[config.mk]
export PLATFORM = sky130hd
export DESIGN_NAME = dmem_responder
export DESIGN_NICKNAME = d
export VERILOG_FILES = /design/src/rtl/dmem_responder.sv
export SDC_FILE = /design/constraint.sdc
export NUM_CORES = 2
export LEC_CHECK = 0
export CELL_PAD_IN_SITES_DETAIL_PLACEMENT = 0
export CELL_PAD_IN_SITES_GLOBAL_PLACEMENT = 2
export CORE_MARGIN = 3
export CORE_UTILIZATION = 40
export CTS_CLUSTER_SIZE = 10
export DETAILED_ROUTE_END_ITERATION = 10
export PLACE_DENSITY_LB_ADDON = 0.1
export SYNTH_ARGS = -nofsm -noshare
export SYNTH_HDL_FRONTEND = slang
export SYNTH_SLANG_ARGS = --single-unit
export TNS_END_PERCENT = 50
[constraint.sdc]
create_clock -name clk -period 4.4 [get_ports clk]
set_input_delay 1.1 -clock clk [delete_from_list [all_inputs] [get_ports clk]]
set_output_delay 1.1 -clock clk [all_outputs]
set_load 0.03 [all_outputs]
[src/rtl/dmem_responder.sv]
// dmem_responder: fixed-latency data-memory responder for the MEM stage.
//
// A load/store request is captured on the accept edge. The access commits
// on the edge that enters RESP, and rsp_valid is high for exactly one cycle
// in RESP. While a request waits for its response, stall stays high.
//
// Handshake: a request transfers on a rising edge where req_valid && req_ready.
// req_ready is high only in IDLE. Once accepted, the request is answered with
// exactly one rsp_valid pulse, LATENCY cycles after the accept cycle. After
// acceptance, the captured copy is used, so the requester may drop req_valid.
//
// dbg_state exposes the FSM state for checkers: 0 = IDLE, 1 = BUSY, 2 = RESP.
module dmem_responder #(
    parameter int DEPTH   = 64,
    parameter int LATENCY = 3
) (
    input  logic        clk,
    input  logic        reset,
    input  logic        req_valid,
    input  logic        req_we,
    input  logic [31:0] req_addr,
    input  logic [31:0] req_wdata,
    output logic        req_ready,
    output logic        rsp_valid,
    output logic [31:0] rsp_rdata,
    output logic        rsp_err,
    output logic        stall,
    output logic [1:0]  dbg_state
);

    localparam int AW = $clog2(DEPTH);
    // The counter only has to hold LATENCY-2, so $clog2(LATENCY) bits are enough.
    localparam int CW = (LATENCY > 1) ? $clog2(LATENCY) : 1;
    localparam logic [CW-1:0] CNT_INIT   = (LATENCY >= 2) ? CW'(LATENCY - 2) : '0;
    localparam logic [31:0]   ADDR_LIMIT = 32'(4 * DEPTH);

    typedef enum logic [1:0] {
        ST_IDLE = 2'd0,
        ST_BUSY = 2'd1,
        ST_RESP = 2'd2
    } state_t;

    state_t          state_q, state_d;
    logic [CW-1:0]   cnt_q, cnt_d;

    logic            cap_we_q;
    logic [31:0]     cap_addr_q;
    logic [31:0]     cap_wdata_q;

    logic [31:0]     rdata_q;
    logic            err_q;

    logic [31:0]     mem [DEPTH];

    logic            accept;
    logic            commit;
    logic            c_we;
    logic [31:0]     c_addr;
    logic [31:0]     c_wdata;
    logic [AW-1:0]   c_idx;
    logic            c_legal;
    logic            mem_wr;

    assign accept = req_valid && (state_q == ST_IDLE);

    // Commit happens on the edge that enters RESP. With LATENCY == 1, that edge
    // is also the accept edge, so the live request fields are used. In every
    // other case, the captured copy is used.
    assign commit  = (state_d == ST_RESP) && (state_q != ST_RESP);
    assign c_we    = (state_q == ST_IDLE) ? req_we    : cap_we_q;
    assign c_addr  = (state_q == ST_IDLE) ? req_addr  : cap_addr_q;
    assign c_wdata = (state_q == ST_IDLE) ? req_wdata : cap_wdata_q;
    assign c_idx   = c_addr[AW+1:2];
    assign c_legal = (c_addr[1:0] == 2'b00) && (c_addr < ADDR_LIMIT);

    // The storage array has no reset, so the write is gated while reset is
    // held. This keeps a request that is present during reset out of memory.
    assign mem_wr = commit && c_we && c_legal && reset;

    // FSM state register and latency counter.
    always_ff @(posedge clk or negedge reset) begin
        if (!reset) begin
            state_q <= ST_IDLE;
            cnt_q   <= '0;
        end else begin
            state_q <= state_d;
            cnt_q   <= cnt_d;
        end
    end

    // Next-state logic: IDLE -> (BUSY ->)* RESP -> IDLE.
    always_comb begin
        state_d = state_q;
        cnt_d   = cnt_q;
        unique case (state_q)
            ST_IDLE: begin
                if (req_valid) begin
                    if (LATENCY == 1) begin
                        state_d = ST_RESP;
                    end else begin
                        state_d = ST_BUSY;
                        cnt_d   = CNT_INIT;
                    end
                end
            end
            ST_BUSY: begin
                if (cnt_q == '0) begin
                    state_d = ST_RESP;
                end else begin
                    cnt_d = cnt_q - 1'b1;
                end
            end
            ST_RESP: begin
                state_d = ST_IDLE;
            end
            default: begin
                state_d = ST_IDLE;
                cnt_d   = '0;
            end
        endcase
    end

    // Outputs decoded from the FSM state, plus the pipeline stall.
    always_comb begin
        req_ready = (state_q == ST_IDLE);
        rsp_valid = (state_q == ST_RESP);
        stall     = req_valid && (state_q != ST_RESP);
        dbg_state = state_q;
    end

    // Capture the request on acceptance so it survives a withdrawn req_valid.
    always_ff @(posedge clk or negedge reset) begin
        if (!reset) begin
            cap_we_q    <= 1'b0;
            cap_addr_q  <= '0;
            cap_wdata_q <= '0;
        end else if (accept) begin
            cap_we_q    <= req_we;
            cap_addr_q  <= req_addr;
            cap_wdata_q <= req_wdata;
        end
    end

    // Register the response data and error at commit; both hold until the next commit.
    always_ff @(posedge clk or negedge reset) begin
        if (!reset) begin
            rdata_q <= '0;
            err_q   <= 1'b0;
        end else if (commit) begin
            rdata_q <= (!c_we && c_legal) ? mem[c_idx] : 32'h0;
            err_q   <= !c_legal;
        end
    end

    // Word storage: one write port, written only by legal committed stores.
    always_ff @(posedge clk) begin
        if (mem_wr) begin
            mem[c_idx] <= c_wdata;
        end
    end

    assign rsp_rdata = rdata_q;
    assign rsp_err   = err_q;

endmodule

After elaboration in Yosys (flattened, before gate mapping)
Memory sizes are Yosys's and may differ from the RTL's.
Cells that the tools add are included.
- bits in latches: 0
- RAM bits: 2048
- word-level logic and storage cells: 43
- register bits: 102
- output and inout bits: 38
- memories kept: 1
- bits in read-only memories: 0
- divide/modulo/power cells: 0
- multiply operators: 0
- order comparisons: 1
- mux-type cells: 12
- reduce and logical (&&, ||, !) cells: 14
- bitwise gates (word level): 1
- eq/ne operators: 6
- $add $sub $neg: 1
- shifts and indexed selects: 0
- memories (name ; words ; bits a word ; read ports ; clocked after Yosys merged registers in ; wr ports ; RTL line ; RTL):
    mem ; 64 ; 32 ; 1 ; 0 ; 1 ; 53 ; logic [31:0] mem [DEPTH];
- operator list (cell ; number):
    $mux W32 ; 3
    $lt A32 B9 Y1 const B ; 1
    $logic_and A1 B1 Y1 ; 8
    $mux W2 ; 4
    $logic_not A2 Y1 ; 3
    $ne A2 B2 Y1 const B ; 3
    $pmux W2 S3 ; 1
    $eq A2 B2 Y1 const B ; 2
    $pmux W2 S2 ; 1
    $mux W1 ; 3
    $reduce_and A3 Y1 ; 1
    $eq A2 B1 Y1 const B ; 1
    $logic_not A1 Y1 ; 2
    $sub A2 B1 Y2 const B ; 1
    $not A1 Y1 ; 1

Logic depth before layout (Yosys ltp)
- word-level depth: 10
- mapped depth: 13

Least setup slack after synthesis
OpenSTA, ideal clock, no wires.
- kind: input to register
- start: in req_addr[2]
- end: mem mem[10][0] (enable)
- stages on the path: 9
- path buffers: 4
- setup slack: -0.181 ns
- arrival time: 4.160 ns
- required time: 3.979 ns
- cells stage by stage: buf_4 -> or4b_1 -> a21boi_1 -> buf_2 -> buf_2 -> buf_2 -> nor2_1 -> nand2_1 -> nor2_1
- longest elaborated chain between the ends: 7
- ends and longest elaborated chain (what ; RTL line ; RTL):
    start, declared ; 21 ; input logic [31:0] req_addr,
    $mux W32 * ; 71 ; assign c_addr = (state_q == ST_IDLE) ? req_addr : cap_addr_q;
    $lt A32 B9 Y1 ; 74 ; assign c_legal = (c_addr[1:0] == 2'b00) && (c_addr < ADDR_LIMIT);
    $logic_and A1 B1 Y1 ; 74 ;
    $logic_and A1 B1 Y1 (2 in series) ; 78 ; assign mem_wr = commit && c_we && c_legal && reset;
    $mux W1 ; 157 ; if (mem_wr) begin
    $mux W1 (implied by the code) ; 158 ; mem[c_idx] <= c_wdata;
    end, declared ; 53 ;
Mark *: on every way between the ends. The rest lies on a longest branch, timed or not.

Worst setup path after layout
- start: reg state_q[1] (netlist: dbg_state[1])
- end: reg rdata_q[4] (netlist: rsp_rdata[4])
- longest elaborated chain between the ends: 6
- elaborated cells on any way between the ends: 17
- ends and longest elaborated chain (what ; RTL line ; RTL):
    start, declared ; 43 ; state_t state_q, state_d;
    start signal, assigned ; 86 ; state_q <= state_d;
    $logic_not A2 Y1 ; 70, 71, 95 ;
    $mux W32 ; 71 ;
    $lt A32 B9 Y1 / $logic_not A2 Y1 (equally long branches) ; 74 ;
    $logic_and A1 B1 Y1 ; 74 ;
    $logic_and A1 B1 Y1 ; 150 ; rdata_q <= (!c_we && c_legal) ? mem[c_idx] : 32'h0;
    $mux W32 ; 150 ;
    end signal, assigned ; 150 ;
    end, declared ; 50 ; logic [31:0] rdata_q;
Parallel ways exist; a longest one is shown, timed or not.
A chain may end at the register's enable or synchronous reset.

==> results by group <==
Floorplanning
  • Initial Util: 40.3%
  • Row cnt: 166
  • Placeable core area: 205,000 sq um
  • Die height: 461 um
  • Die width: 461 um
  • I/O Pins: 106
  • DIE AREA: 212,000 sq um

Final layout
  • Final #Nets: 5,936
  • Layout cells sized above 1: 18.9%
  • Area growth syn-to-layout: 22.2%
  • Most frequent cells in the layout: edfxtp_1 (2,048), nand2_1 (726), buf_4 (346), o22ai_1 (292), buf_12 (261)
  • Final Util: 49.3%
  • Most common cell after layout, fill and taps aside: edfxtp_1

Synth
  • Synth warnings: 0
  • Mapped Avg Cell Area: 15.7 sq um
  • Net count of the mapped netlist: 5,339
  • Post-synth EDFFs: 2,048
  • Sequential area share after synthesis: 77.4%
  • Cell taking the most area after synthesis: edfxtp_1
  • Top FF cell, synth: edfxtp_1
  • Synthesized cell area: 82,800 sq um
  • Post-synth cell types: 84
  • FFs w/ async S/R, synth: 4.74%
  • Post-Synthesis Cells: 5,270
  • Area fraction of the dominant cell type after synthesis: 74.3%
  • Ranking of synthesized cells by area: edfxtp_1 (74%), nand2_1 (3.5%), dfrtp_1 (3.1%), o22ai_1 (2.2%), mux2_2 (1.5%)
  • Synthesized flop and latch total: 2,150

Routing
  • Drt drc: 0
  • Initial drt markers: 7,846
  • DRT Pass-1 Iters: 6
  • Total number of vias: 55,476
  • Post-DR wirelength/cell: 40.1 um
  • Total routed wirelength: 352,000 um
  • Post-route ant nets: 0
  • Vias per cell: 6.33

STA
  • # setup viols final: 0
  • RSZ-0062 raised after global routing: false
  • Tmin final: 4.25 ns
  • Setup TNS: 0 ns
  • Fmax: 235 MHz
  • Fin. max-slew vios: 0
  • Relative slew margins: 17.8%
  • Worst hold slack: 0.0829 ns
  • Final Hold Vio Count: 0
  • Worst Tran Pin Value: 1.22 ns
  • Period utilization: 96.6%
  • Clock skew: 0.0373 ns

Status
  • Status: finished, final reports clean

Power
  • PnR Total Power: 72.9 mW
  • Static leakage: 33.4 nW
  • Peak VDD IR: 576 uV
  • Pwr Density: 721 nW/um^2

Setup path
  • CP bufs+invs: 4
  • Max stage delay on crit path: 1.01 ns
  • Critical Path RT: 5.24 ns
  • Crit path launch type: flop
  • Crit path DAT: 5.09 ns
  • CP endpoint kind: flop
  • Worst Path Class, Setup: flop to flop
  • CP top delay family: simple AND/OR/NAND/NOR gates
  • Crit-path max FO: 10
  • Crit path cell chain: or2_2 -> inv_2 -> mux2_2 -> nand2_2 -> buf_4 -> a31oi_1 -> buf_4 -> nor4_1 -> buf_4 -> a41o_1
  • Crit path max-delay cell type: nor4_1
  • Crit-path most repeated cell: buf_4

Global routing
  • GRT Total Usage: 32.8%
  • GRT Max-Usage Layer: met2
  • Met3 GRT Util: 5.88%
  • GRT overflow: 0
  • Number of global-route vias before repair: 52,517
  • Initial antenna violation count: 18
  • First-pass GRT wire length: 471,000 um
  • M1 GR Usage: 46.0%
  • Largest net degree at the start of global routing: 79
  • Met2 GRT Util: 51.5%

Worst hold path
  • Hold/Removal Path Class: primary input to async pin

Placed design
  • IO Port Bufs: 105
  • Gp weighted congestion: 0.873
  • DPL Wire Length: 216,000 um

Flow run
  • Max-cap violations: 0

Clocking
  • Clk sinks: 2,150
  • # hold bufs at CTS: 0
  • Clk_lat worst skew: 0.91 ns
  • H-tree lvl count: 4
  • Reg clk slew, reported paths: 0.06 ns
  • CTS resizes: 0
  • CTS Root Cell: clkbuf_16
  • TritonCTS clock tree: done
  • Postcts setup bufs: 0
  • CTS Buffer Depth: 3
  • Total CTS buffers: 239
==> final timing paths <==
kind / startpoint / cells after the start / end / slack [ns]
worst max-delay path: dbg_state[1] / 10 / rsp_rdata[4] / 0.15
max in group asynchronous: reset / 2 / rsp_rdata[23] / 3.28
worst max register to register: dbg_state[1] / 10 / rsp_rdata[4] / 0.15
worst min register to register: cap_wdata_q[6] / 1 / cap_wdata_q[6] / 0.50
min in group clk: cap_wdata_q[6] / 1 / cap_wdata_q[6] / 0.50
worst min-delay path: reset / 1 / cap_addr_q[15] / 0.08
==> synthesized netlist by cell type (all sizes together), types with 5 or more instances <==
| master | n |
|---|---|
| a2111oi | 6 |
| a211oi | 91 |
| a21oi | 42 |
| a221oi | 5 |
| a22oi | 7 |
| a2bb2oi | 7 |
| a311o | 5 |
| a311oi | 7 |
| a31oi | 84 |
| a32o | 27 |
| a32oi | 68 |
| a41o | 8 |
| and2 | 5 |
| and3 | 113 |
| buf | 252 |
| clkbuf | 103 |
| dfrtp | 102 |
| edfxtp | 2048 |
| inv | 15 |
| mux2 | 110 |
| mux2i | 99 |
| nand2 | 774 |
| nand2b | 5 |
| nand3 | 202 |
| nand4 | 8 |
| nor2 | 212 |
| nor2b | 7 |
| nor3 | 53 |
| nor3b | 5 |
| nor4 | 52 |
| o2111ai | 17 |
| o211ai | 9 |
| o21a | 6 |
| o21ai | 55 |
| o221ai | 86 |
| o22a | 59 |
| o22ai | 292 |
| o31a | 9 |
| o31ai | 32 |
| o32a | 34 |
| o32ai | 22 |
| o41ai | 43 |
| or3 | 20 |
| or4 | 28 |
==> kinds of logic (layout without fill, tap and decap cells) <==
| logic type | count (synthesis) | after routing | share of synthesized area [%] |
|---|---|---|---|
| other | 0 | 7 | 0 |
| muxes | 209 | 209 | 2.70 |
| and+or+nand+nor | 1498 | 1498 | 8.13 |
| adders and majority gates | 1 | 1 | 0.0151 |
| AOI/OAI and AO/OA | 1042 | 1042 | 9.48 |
| DFF | 2150 | 2150 | 77.4 |
| buffers and inverters | 370 | 1170 | 2.28 |
==> final cells by class <==
class                   count  area (sq um)
multi-input cells        2750         17600
diodes                      7          17.5
inverters                  15          56.3
clock inverters            18           349
fillers                 17459        104000
flip-flops and latches   2150         64100
repair buffers            711          8860
well taps                2688          3360
clock buffers             426          6810
==> through the flow <==
step / instances / area, sq um / setup WS (ns)
after CTS: 8758 / 101000 / 0.0940
after floorplan: 5270 / 82800 / -0.181
after global placement: 8314 / 93900 / -0.762
after detailed placement: 8314 / 93900 / -0.770
final: 8765 / 101000 / 0.150
after global routing: 8759 / 101000 / 0.175
==> registers in the layout (all words and copies together) (netlist names) <==
signal       count
cap_we_q         1
rsp_err          1
cap_wdata_q     32
rsp_rdata       32
dbg_state        2
mem           2048
cnt_q            2
cap_addr_q      32
==> where the power goes <==
group / switching [mW] / internal (mW) / total (mW)
clock: 8.19 / 10.6 / 18.7
sequential: 0.209 / 27.0 / 27.2
combinational: 19.1 / 7.83 / 27.0
==> layer usage <==
layer	vias up	routed length, um
met3	615	31500
met1	29502	144000
met5	-	16
met4	4	14200
li1	22248	-
met2	3107	162000
Power figures use the tool's default switching activity.
